File: config.mk
export PLATFORM = sky130hd
export DESIGN_NAME = output_thresh_tile_flat
export DESIGN_NICKNAME = d
export VERILOG_FILES = /design/src/rtl/output_thresh_pkg.sv /design/src/rtl/output_thresh_tile_if.sv /design/src/rtl/output_thresh_lane.sv /design/src/rtl/output_thresh_tile.sv /design/src/flat_wrapper.sv
export SDC_FILE = /design/constraint.sdc
export NUM_CORES = 1
export LEC_CHECK = 0
export ABC_CLOCK_PERIOD_IN_PS = 6500
export BUFFER_PORTS_ARGS = -buffer_cell sky130_fd_sc_hd__clkbuf_2
export CAP_MARGIN = 5
export CORE_ASPECT_RATIO = 1.2
export CORE_MARGIN = 2
export CORE_UTILIZATION = 42
export CTS_CLUSTER_SIZE = 40
export DETAILED_ROUTE_END_ITERATION = 6
export PLACE_DENSITY_LB_ADDON = 0.25
export SYNTH_ARGS = -nofsm -noshare
export SYNTH_HDL_FRONTEND = slang
export SYNTH_SLANG_ARGS = --single-unit
File: constraint.sdc
create_clock -name clk -period 6.5 [get_ports clk]
set_input_delay 1.625 -clock clk [delete_from_list [all_inputs] [get_ports clk]]
set_output_delay 1.625 -clock clk [all_outputs]
set_load 0.02 [all_outputs]
File: src/rtl/output_thresh_pkg.sv
// rtl/output_thresh_pkg.sv - shared state type, address offset default and popcount helper
package output_thresh_pkg;

  typedef enum logic [1:0] {
    ST_IDLE  = 2'd0,
    ST_JUDGE = 2'd1,
    ST_CALC  = 2'd2,
    ST_DONE  = 2'd3
  } state_t;

  localparam int unsigned ADDR_OFFSET_DEFAULT = 1602;

  // Widest lane-hit vector the popcount helper accepts (LANES must not exceed it).
  localparam int POPCNT_W = 64;

  function automatic int unsigned popcount(input logic [POPCNT_W-1:0] v);
    int unsigned n;
    n = 0;
    for (int i = 0; i < POPCNT_W; i++) begin
      n += 32'(v[i]);
    end
    return n;
  endfunction

endpackage

File: src/rtl/output_thresh_tile_if.sv
// rtl/output_thresh_tile_if.sv - request/result bundle between tile producer and thresholder
interface output_thresh_tile_if #(
  parameter int TILE_W = 4,
  parameter int TILE_H = 4,
  parameter int IN_W   = 18,
  parameter int OUT_W  = 8,
  parameter int ADDR_W = 32
);
  localparam int NPIX  = TILE_W * TILE_H;
  localparam int CNT_W = $clog2(NPIX + 1);

  logic                                    start;
  logic                                    calc_en;
  logic [TILE_H-1:0][TILE_W-1:0][IN_W-1:0] data_in;
  logic [IN_W-1:0]                         threshold;
  logic [ADDR_W-1:0]                       start_addr;
  logic [ADDR_W-1:0]                       addr_calc_addr;
`ifdef OUTPUT_THRESH_TILE_CLAMP_EN
  logic                                    mode;
`endif
  logic [TILE_H-1:0][TILE_W-1:0][OUT_W-1:0] data_o;
  logic [ADDR_W-1:0]                        calc_addr;
  logic [CNT_W-1:0]                         fg_count;
  logic                                     busy;
  logic                                     calc_done;

  modport master (
    output start, calc_en, data_in, threshold, start_addr, addr_calc_addr,
`ifdef OUTPUT_THRESH_TILE_CLAMP_EN
    output mode,
`endif
    input  data_o, calc_addr, fg_count, busy, calc_done
  );

  modport slave (
    input  start, calc_en, data_in, threshold, start_addr, addr_calc_addr,
`ifdef OUTPUT_THRESH_TILE_CLAMP_EN
    input  mode,
`endif
    output data_o, calc_addr, fg_count, busy, calc_done
  );

endinterface

File: src/rtl/output_thresh_lane.sv
// rtl/output_thresh_lane.sv - single-pixel judge; OUTPUT_THRESH_TILE_CLAMP_EN adds saturating shift mode
module output_thresh_lane #(
  parameter int IN_W  = 18,
  parameter int OUT_W = 8
`ifdef OUTPUT_THRESH_TILE_CLAMP_EN
  ,
  parameter int CLAMP_SHIFT = 4
`endif
) (
  input  logic [IN_W-1:0]  pixel_i,
  input  logic [IN_W-1:0]  threshold_i,
`ifdef OUTPUT_THRESH_TILE_CLAMP_EN
  input  logic             mode_i,
`endif
  output logic [OUT_W-1:0] pix_o,
  output logic             hit_o
);

  // Strict unsigned compare: a pixel equal to the threshold is background.
  assign hit_o = (pixel_i > threshold_i);

`ifdef OUTPUT_THRESH_TILE_CLAMP_EN
  logic [IN_W-1:0]  shifted;
  logic             sat;
  logic [OUT_W-1:0] clamped;

  // Any bit left above OUT_W after the shift means the value does not fit: saturate.
  assign shifted = pixel_i >> CLAMP_SHIFT;
  assign sat     = |(shifted >> OUT_W);
  assign clamped = sat ? {OUT_W{1'b1}} : shifted[OUT_W-1:0];
  assign pix_o   = mode_i ? clamped : {OUT_W{hit_o}};
`else
  assign pix_o   = {OUT_W{hit_o}};
`endif

endmodule

File: src/rtl/output_thresh_tile.sv
// rtl/output_thresh_tile.sv - tile thresholder top; OUTPUT_THRESH_TILE_CLAMP_EN enables clamp mode
module output_thresh_tile
  import output_thresh_pkg::*;
#(
  parameter int          TILE_W      = 4,
  parameter int          TILE_H      = 4,
  parameter int          IN_W        = 18,
  parameter int          OUT_W       = 8,
  parameter int          LANES       = 1,
  parameter int          ADDR_W      = 32,
  parameter int unsigned ADDR_OFFSET = ADDR_OFFSET_DEFAULT
`ifdef OUTPUT_THRESH_TILE_CLAMP_EN
  ,
  parameter int          CLAMP_SHIFT = 4
`endif
) (
  input logic                clk,
  input logic                rst,
  output_thresh_tile_if.slave bus
);

  localparam int NPIX  = TILE_W * TILE_H;
  localparam int NSTEP = NPIX / LANES;
  localparam int SW    = (NSTEP > 1) ? $clog2(NSTEP) : 1;
  localparam int CNT_W = $clog2(NPIX + 1);
  localparam int IW    = $clog2(NPIX) + 1;

  // Shadow copies of the request; the inputs are free to change once accepted.
  logic [NPIX*IN_W-1:0] din_q;
  logic [IN_W-1:0]      thr_q;
  logic [ADDR_W-1:0]    sa_q;
  logic [ADDR_W-1:0]    aca_q;
`ifdef OUTPUT_THRESH_TILE_CLAMP_EN
  logic                 mode_q;
`endif

  state_t                state_q;
  logic [SW-1:0]         step_q;
  logic [NPIX*OUT_W-1:0] data_q;
  logic [CNT_W-1:0]      cnt_q;
  logic [ADDR_W-1:0]     addr_q;
  logic                  done_q;

  logic [IW-1:0]         pix_idx [LANES];
  logic [OUT_W-1:0]      lane_pix [LANES];
  logic [LANES-1:0]      hits;
  logic [CNT_W-1:0]      cnt_d;
  logic [ADDR_W-1:0]     addr_d;

  // Each lane judges one pixel of the current step, row-major order.
  for (genvar l = 0; l < LANES; l++) begin : g_lane
    assign pix_idx[l] = IW'(step_q) * IW'(LANES) + IW'(l);

    output_thresh_lane #(
      .IN_W        (IN_W),
      .OUT_W       (OUT_W)
`ifdef OUTPUT_THRESH_TILE_CLAMP_EN
      ,
      .CLAMP_SHIFT (CLAMP_SHIFT)
`endif
    ) u_lane (
      .pixel_i     (din_q[pix_idx[l]*IN_W +: IN_W]),
      .threshold_i (thr_q),
`ifdef OUTPUT_THRESH_TILE_CLAMP_EN
      .mode_i      (mode_q),
`endif
      .pix_o       (lane_pix[l]),
      .hit_o       (hits[l])
    );
  end

  assign cnt_d  = cnt_q + CNT_W'(popcount(POPCNT_W'(hits)));
  // Address arithmetic wraps silently at 2^ADDR_W.
  assign addr_d = sa_q + aca_q + ADDR_W'(ADDR_OFFSET);

  // Control FSM with registered outputs; calc_en low freezes every non-IDLE state.
  always_ff @(posedge clk) begin
    if (rst) begin
      state_q <= ST_IDLE;
      step_q  <= '0;
      din_q   <= '0;
      thr_q   <= '0;
      sa_q    <= '0;
      aca_q   <= '0;
`ifdef OUTPUT_THRESH_TILE_CLAMP_EN
      mode_q  <= 1'b0;
`endif
      data_q  <= '0;
      cnt_q   <= '0;
      addr_q  <= '0;
      done_q  <= 1'b0;
    end else begin
      case (state_q)
        ST_IDLE: begin
          if (bus.start) begin
            din_q   <= bus.data_in;
            thr_q   <= bus.threshold;
            sa_q    <= bus.start_addr;
            aca_q   <= bus.addr_calc_addr;
`ifdef OUTPUT_THRESH_TILE_CLAMP_EN
            mode_q  <= bus.mode;
`endif
            data_q  <= '0;
            cnt_q   <= '0;
            done_q  <= 1'b0;
            step_q  <= '0;
            state_q <= ST_JUDGE;
          end
        end
        ST_JUDGE: begin
          if (bus.calc_en) begin
            for (int l = 0; l < LANES; l++) begin
              data_q[pix_idx[l]*OUT_W +: OUT_W] <= lane_pix[l];
            end
            cnt_q <= cnt_d;
            if (step_q == SW'(NSTEP - 1)) begin
              state_q <= ST_CALC;
            end else begin
              step_q <= step_q + 1'b1;
            end
          end
        end
        ST_CALC: begin
          if (bus.calc_en) begin
            addr_q  <= addr_d;
            state_q <= ST_DONE;
          end
        end
        ST_DONE: begin
          if (bus.calc_en) begin
            done_q  <= 1'b1;
            state_q <= ST_IDLE;
          end
        end
        default: state_q <= ST_IDLE;
      endcase
    end
  end

  assign bus.data_o    = data_q;
  assign bus.fg_count  = cnt_q;
  assign bus.calc_addr = addr_q;
  assign bus.calc_done = done_q;
  assign bus.busy      = (state_q != ST_IDLE);

endmodule
File: src/flat_wrapper.sv
// flat-port wrapper written by rule: the top's interface ports become plain ports
module output_thresh_tile_flat import output_thresh_pkg::*;
#(
  parameter int          TILE_W      = 4,
  parameter int          TILE_H      = 4,
  parameter int          IN_W        = 18,
  parameter int          OUT_W       = 8,
  parameter int          LANES       = 1,
  parameter int          ADDR_W      = 32,
  parameter int unsigned ADDR_OFFSET = ADDR_OFFSET_DEFAULT

)
  (clk, rst, bus_start, bus_calc_en, bus_data_in, bus_threshold, bus_start_addr, bus_addr_calc_addr, bus_data_o, bus_calc_addr, bus_fg_count, bus_busy, bus_calc_done);
  output_thresh_tile_if #(.TILE_W(TILE_W), .TILE_H(TILE_H), .IN_W(IN_W), .OUT_W(OUT_W), .ADDR_W(ADDR_W)) bus_i ();
  input logic clk;
  input logic rst;
  input wire logic [$bits(bus_i.start)-1:0] bus_start;
  input wire logic [$bits(bus_i.calc_en)-1:0] bus_calc_en;
  input wire logic [$bits(bus_i.data_in)-1:0] bus_data_in;
  input wire logic [$bits(bus_i.threshold)-1:0] bus_threshold;
  input wire logic [$bits(bus_i.start_addr)-1:0] bus_start_addr;
  input wire logic [$bits(bus_i.addr_calc_addr)-1:0] bus_addr_calc_addr;
  output wire logic [$bits(bus_i.data_o)-1:0] bus_data_o;
  output wire logic [$bits(bus_i.calc_addr)-1:0] bus_calc_addr;
  output wire logic [$bits(bus_i.fg_count)-1:0] bus_fg_count;
  output wire logic [$bits(bus_i.busy)-1:0] bus_busy;
  output wire logic [$bits(bus_i.calc_done)-1:0] bus_calc_done;
  assign bus_i.start = bus_start;
  assign bus_i.calc_en = bus_calc_en;
  assign bus_i.data_in = bus_data_in;
  assign bus_i.threshold = bus_threshold;
  assign bus_i.start_addr = bus_start_addr;
  assign bus_i.addr_calc_addr = bus_addr_calc_addr;
  assign bus_data_o = bus_i.data_o;
  assign bus_calc_addr = bus_i.calc_addr;
  assign bus_fg_count = bus_i.fg_count;
  assign bus_busy = bus_i.busy;
  assign bus_calc_done = bus_i.calc_done;
  output_thresh_tile #(.TILE_W(TILE_W), .TILE_H(TILE_H), .IN_W(IN_W), .OUT_W(OUT_W), .LANES(LANES), .ADDR_W(ADDR_W), .ADDR_OFFSET(ADDR_OFFSET)) u_core (.clk(clk), .rst(rst), .bus(bus_i));
endmodule
==> impl_results.md <==
* Area share of the largest cell type after synthesis at 41.9%
* Total placed cells including tap cells at 3377
* Post-synth EDFFs at 0
* Finished Cell Area at 24300 sq um
* IO buf count at 540
* Placeable Area at 48200 sq um
* DP Area at 22800 sq um
* Synth area leaders: dfxtp_1 (42%), nand2_1 (15%), a21oi_1 (10%)
* Count leader, synth: nand2_1
* Wire length per cell at 19.7 um
* Synthesized-area fraction occupied by adder cells at 5.64%
* Finished Layout Cells at 3457
* Max Clk Rate at 207 MHz
* Hold Path Sink: u_core.din_q[61]$_SDFFE_PP0P_
* Final setup fails at 0
* Share of cells above drive strength 1 at 25.9%
* Top post-synthesis cells by count: nand2_1 (818), dfxtp_1 (430), a21oi_1 (424), clkbuf_1 (145), buf_4 (112)
* Total GRT Usage at 26.0%
* DRT iter0 DRCs at 1325
* Power share of the clock group at 29.3%
* Die Y at 246 um
* Die X at 206 um
* Flops & latches, synth at 430
* CTS tree: done
* VDD IR max at 189 uV
* Hold_sp: u_core.din_q[61]$_SDFFE_PP0P_
* Net switching power at 3.20 mW
* Fin crit period at 4.84 ns
* Cts hold-fix bufs at 0
* Switching Share at 36.2%
* RSZ-0062 raised after global routing: no
* Syn_area_per_cell at 8.33 sq um
* Row Count at 88
* Worst path arrival time at 5.26 ns
* FF-to-FF setup slack at 1.66 ns
* Worst path required time at 6.92 ns
* FF+latch area at 8620 sq um
* Final period util at 74.4%
* Skew final at 0.0236 ns
* Leakage power figure at 10.3 nW
* Main synth FF type: dfxtp_1
* Antenna viol nets, final at 0
* Pwr/cell area at 364 nW/um^2
* Global-route wire length before repair at 101000 um
* Post-synth top area cell: dfxtp_1
* Initial antenna violation count at 5
* Die area at 50700 sq um
* Least-Margin Pin Slew at 1.18 ns
* Vias post-DR at 18400
* Clock sink count at 430
* Max-slew violations at 0
* Setup_tns at 0 ns
* Filler cells at 4661
* Comb power frac at 31.7%
* Reg2Reg Depth at 16
* Most frequent CP cell: ha_1
* # DRC at 0
* Asr flop ratio synth at 0%
* XOR/XNOR share of the synthesized area at 0.980%
* Crit path cell chain: buf_12 -> mux4_2 -> mux4_2 -> ha_1 -> a21o_1 -> a21oi_1 -> a21oi_1 -> a211oi_1 -> o21a_1 -> nor2_1 -> o22ai_1 -> inv_1 -> ha_1 -> ha_1 -> a22oi_1 -> nor2_1
* Largest net degree at the start of global routing at 177
* Multi-input gate area at 10300 sq um
* Main combinational cell family by area after synthesis: simple AND/OR/NAND/NOR gates
* Place WS at 1.59 ns
* Slowest stage cell, crit path: dfxtp_4
* Sequential Power Share at 39.0%
* Clock tree buffer depth at 3
* Root buffer cell: clkbuf_16
* Setup crit start kind: flop
* Synth warn at 0
* Worst setup margin at 1.66 ns
* Via/cell ratio at 5.34
* GPL Wtd Cong at 0.929
* Run status: complete, no violations
* Yosys cell types at 63
* Worst reg2reg path endpoint: u_core.bus.fg_count[1]$_SDFFE_PP0P_
* Hold Fails Final Rpt at 0
* Drt total wl at 68100 um
* Seq/Total Area, Yosys at 41.9%
* CP Max Fanout at 51
* PostCTS Resize Cnt at 0
* Crit Path Class: reg2reg
* Crit-path max cell delay at 0.98 ns
* Syn-to-layout area delta at 18.0%
* H-tree levels at 2
* Total grt overflow at 0
* Number of global-route vias before repair at 17400
* Clock Pin Slew Worst Setup and Hold Paths at 0.06 ns
* Synthesized area at 20600 sq um
* CP endpoint kind: flop
* Gate count of the mapped netlist at 2469
* Post-Syn Nets at 2935
* Mux contribution to synthesized area at 9.96%
* Worst Hold Class: reg2reg
* DR pass1 iterations at 7
* Max_cap viols at 0
* Synth Area in Simple Gates at 18.1%
* WHS Path Cells at 2
* Post-synthesis compound-gate area fraction at 15.1%
* Total setup buffers inserted after CTS at 0
* Clock buffers created by TritonCTS at 44
* Slew headroom at 21.4%
* # IOs at 541
* Nets at 3259
* Starting density of the core at 42.6%
* Detailed placement HPWL at 52600 um
* R2R Path Start: u_core.step_q[0]$_SDFFE_PP0P_
* P_int at 5.64 mW
* Hold WS at 0.453 ns
* Clk_lat worst skew at 0.58 ns
==> state kept, by name, indices dropped and copies added (netlist names) <==
register / flops
u_core.bus.calc_addr: 32
u_core.state_q: 2
u_core.sa_q: 32
u_core.bus.calc_done: 1
u_core.din_q: 288
u_core.bus.data_o: 16
u_core.aca_q: 32
u_core.step_q: 4
u_core.bus.fg_count: 5
u_core.thr_q: 18
==> metal layers <==
layer / share of wire [%] / GRT usage [%] / up-vias / routed length, um
li1: - / - / 8916 / -
met1: 40 / 31.7 / 8750 / 26900
met2: 51 / 46.0 / 667 / 34700
met3: 5.8 / 3.58 / 107 / 3950
met4: 3.6 / 10.5 / 6 / 2470
met5: 0.065 / 0 / - / 44
==> worst max-delay path by stage <==
stage                                  startpoint                             endpoint  slack, ns  depth (start not counted)
floorplan           u_core.step_q[0]$_SDFFE_PP0P_  u_core.bus.fg_count[4]$_SDFFE_PP0P_       1.79                         19
global placement    u_core.step_q[0]$_SDFFE_PP0P_  u_core.bus.fg_count[4]$_SDFFE_PP0P_       1.57                         17
detailed placement  u_core.step_q[0]$_SDFFE_PP0P_  u_core.bus.fg_count[1]$_SDFFE_PP0P_       1.59                         16
CTS                 u_core.step_q[0]$_SDFFE_PP0P_  u_core.bus.fg_count[1]$_SDFFE_PP0P_       1.56                         16
global route        u_core.step_q[0]$_SDFFE_PP0P_  u_core.bus.fg_count[4]$_SDFFE_PP0P_       1.24                         17
finish              u_core.step_q[0]$_SDFFE_PP0P_  u_core.bus.fg_count[1]$_SDFFE_PP0P_       1.66                         16
==> through the flow <==
stage	power, mW	utilization (%)
global placement	6.22	47.3
floorplan	5.35	-
detailed placement	6.29	47.3
finish	8.84	50.3
CTS	8.88	50.3
global route	9.33	50.3
==> worst max-delay path, delay by kind of cell, from the launching register on <==
family                   cells  cell delay (ns)
AO/OA/AOI/OAI                7             1.30
adder cells (fa/ha/maj)      3             0.80
AND/OR/NAND/NOR              2             0.10
buffers and inverters        2             0.39
flip-flops                   1             0.98
multiplexers                 2             1.04
==> cell usage in the layout, fill, tap and decap left out, drive strengths merged, types with 8 or more instances in the layout <==
cell    instances
inv            55
clkbuf        604
nand2         818
a21o           10
o21ai          26
ha             91
nor3           10
mux4           90
nor2           28
nand3          23
a21boi         14
buf            23
xnor2          15
a211oi         12
o41ai           9
dfxtp         430
nand4          17
a21oi         425
o211ai         18
xor2            8
==> power by group through the flow <==
stage	logic (mW)	clock network [mW]	registers, mW
floorplan	2.01	0	3.34
global placement	2.74	0	3.49
detailed placement	2.79	0	3.49
CTS	2.80	2.64	3.44
global route	3.11	2.73	3.49
finish	2.80	2.59	3.45
==> logic make-up after synthesis <==
family                   Yosys count
AND/OR/NAND/NOR                  937
multiplexers                      92
flip-flops                       430
adder cells (fa/ha/maj)           92
buffers and inverters            339
XOR/XNOR                          23
AO/OA/AOI/OAI                    556
==> cell type report <==
cell class / instances / area share (%)
multi-input combinational: 1700 / 42.3
sequential: 430 / 35.5
timing repair buffer: 562 / 12.1
clock buffer: 65 / 5.27
tap: 630 / 3.25
inverter: 55 / 0.851
clock inverter: 13 / 0.763
antenna: 2 / 0.0206
Note: power is estimated with default switching activity, not from simulation.
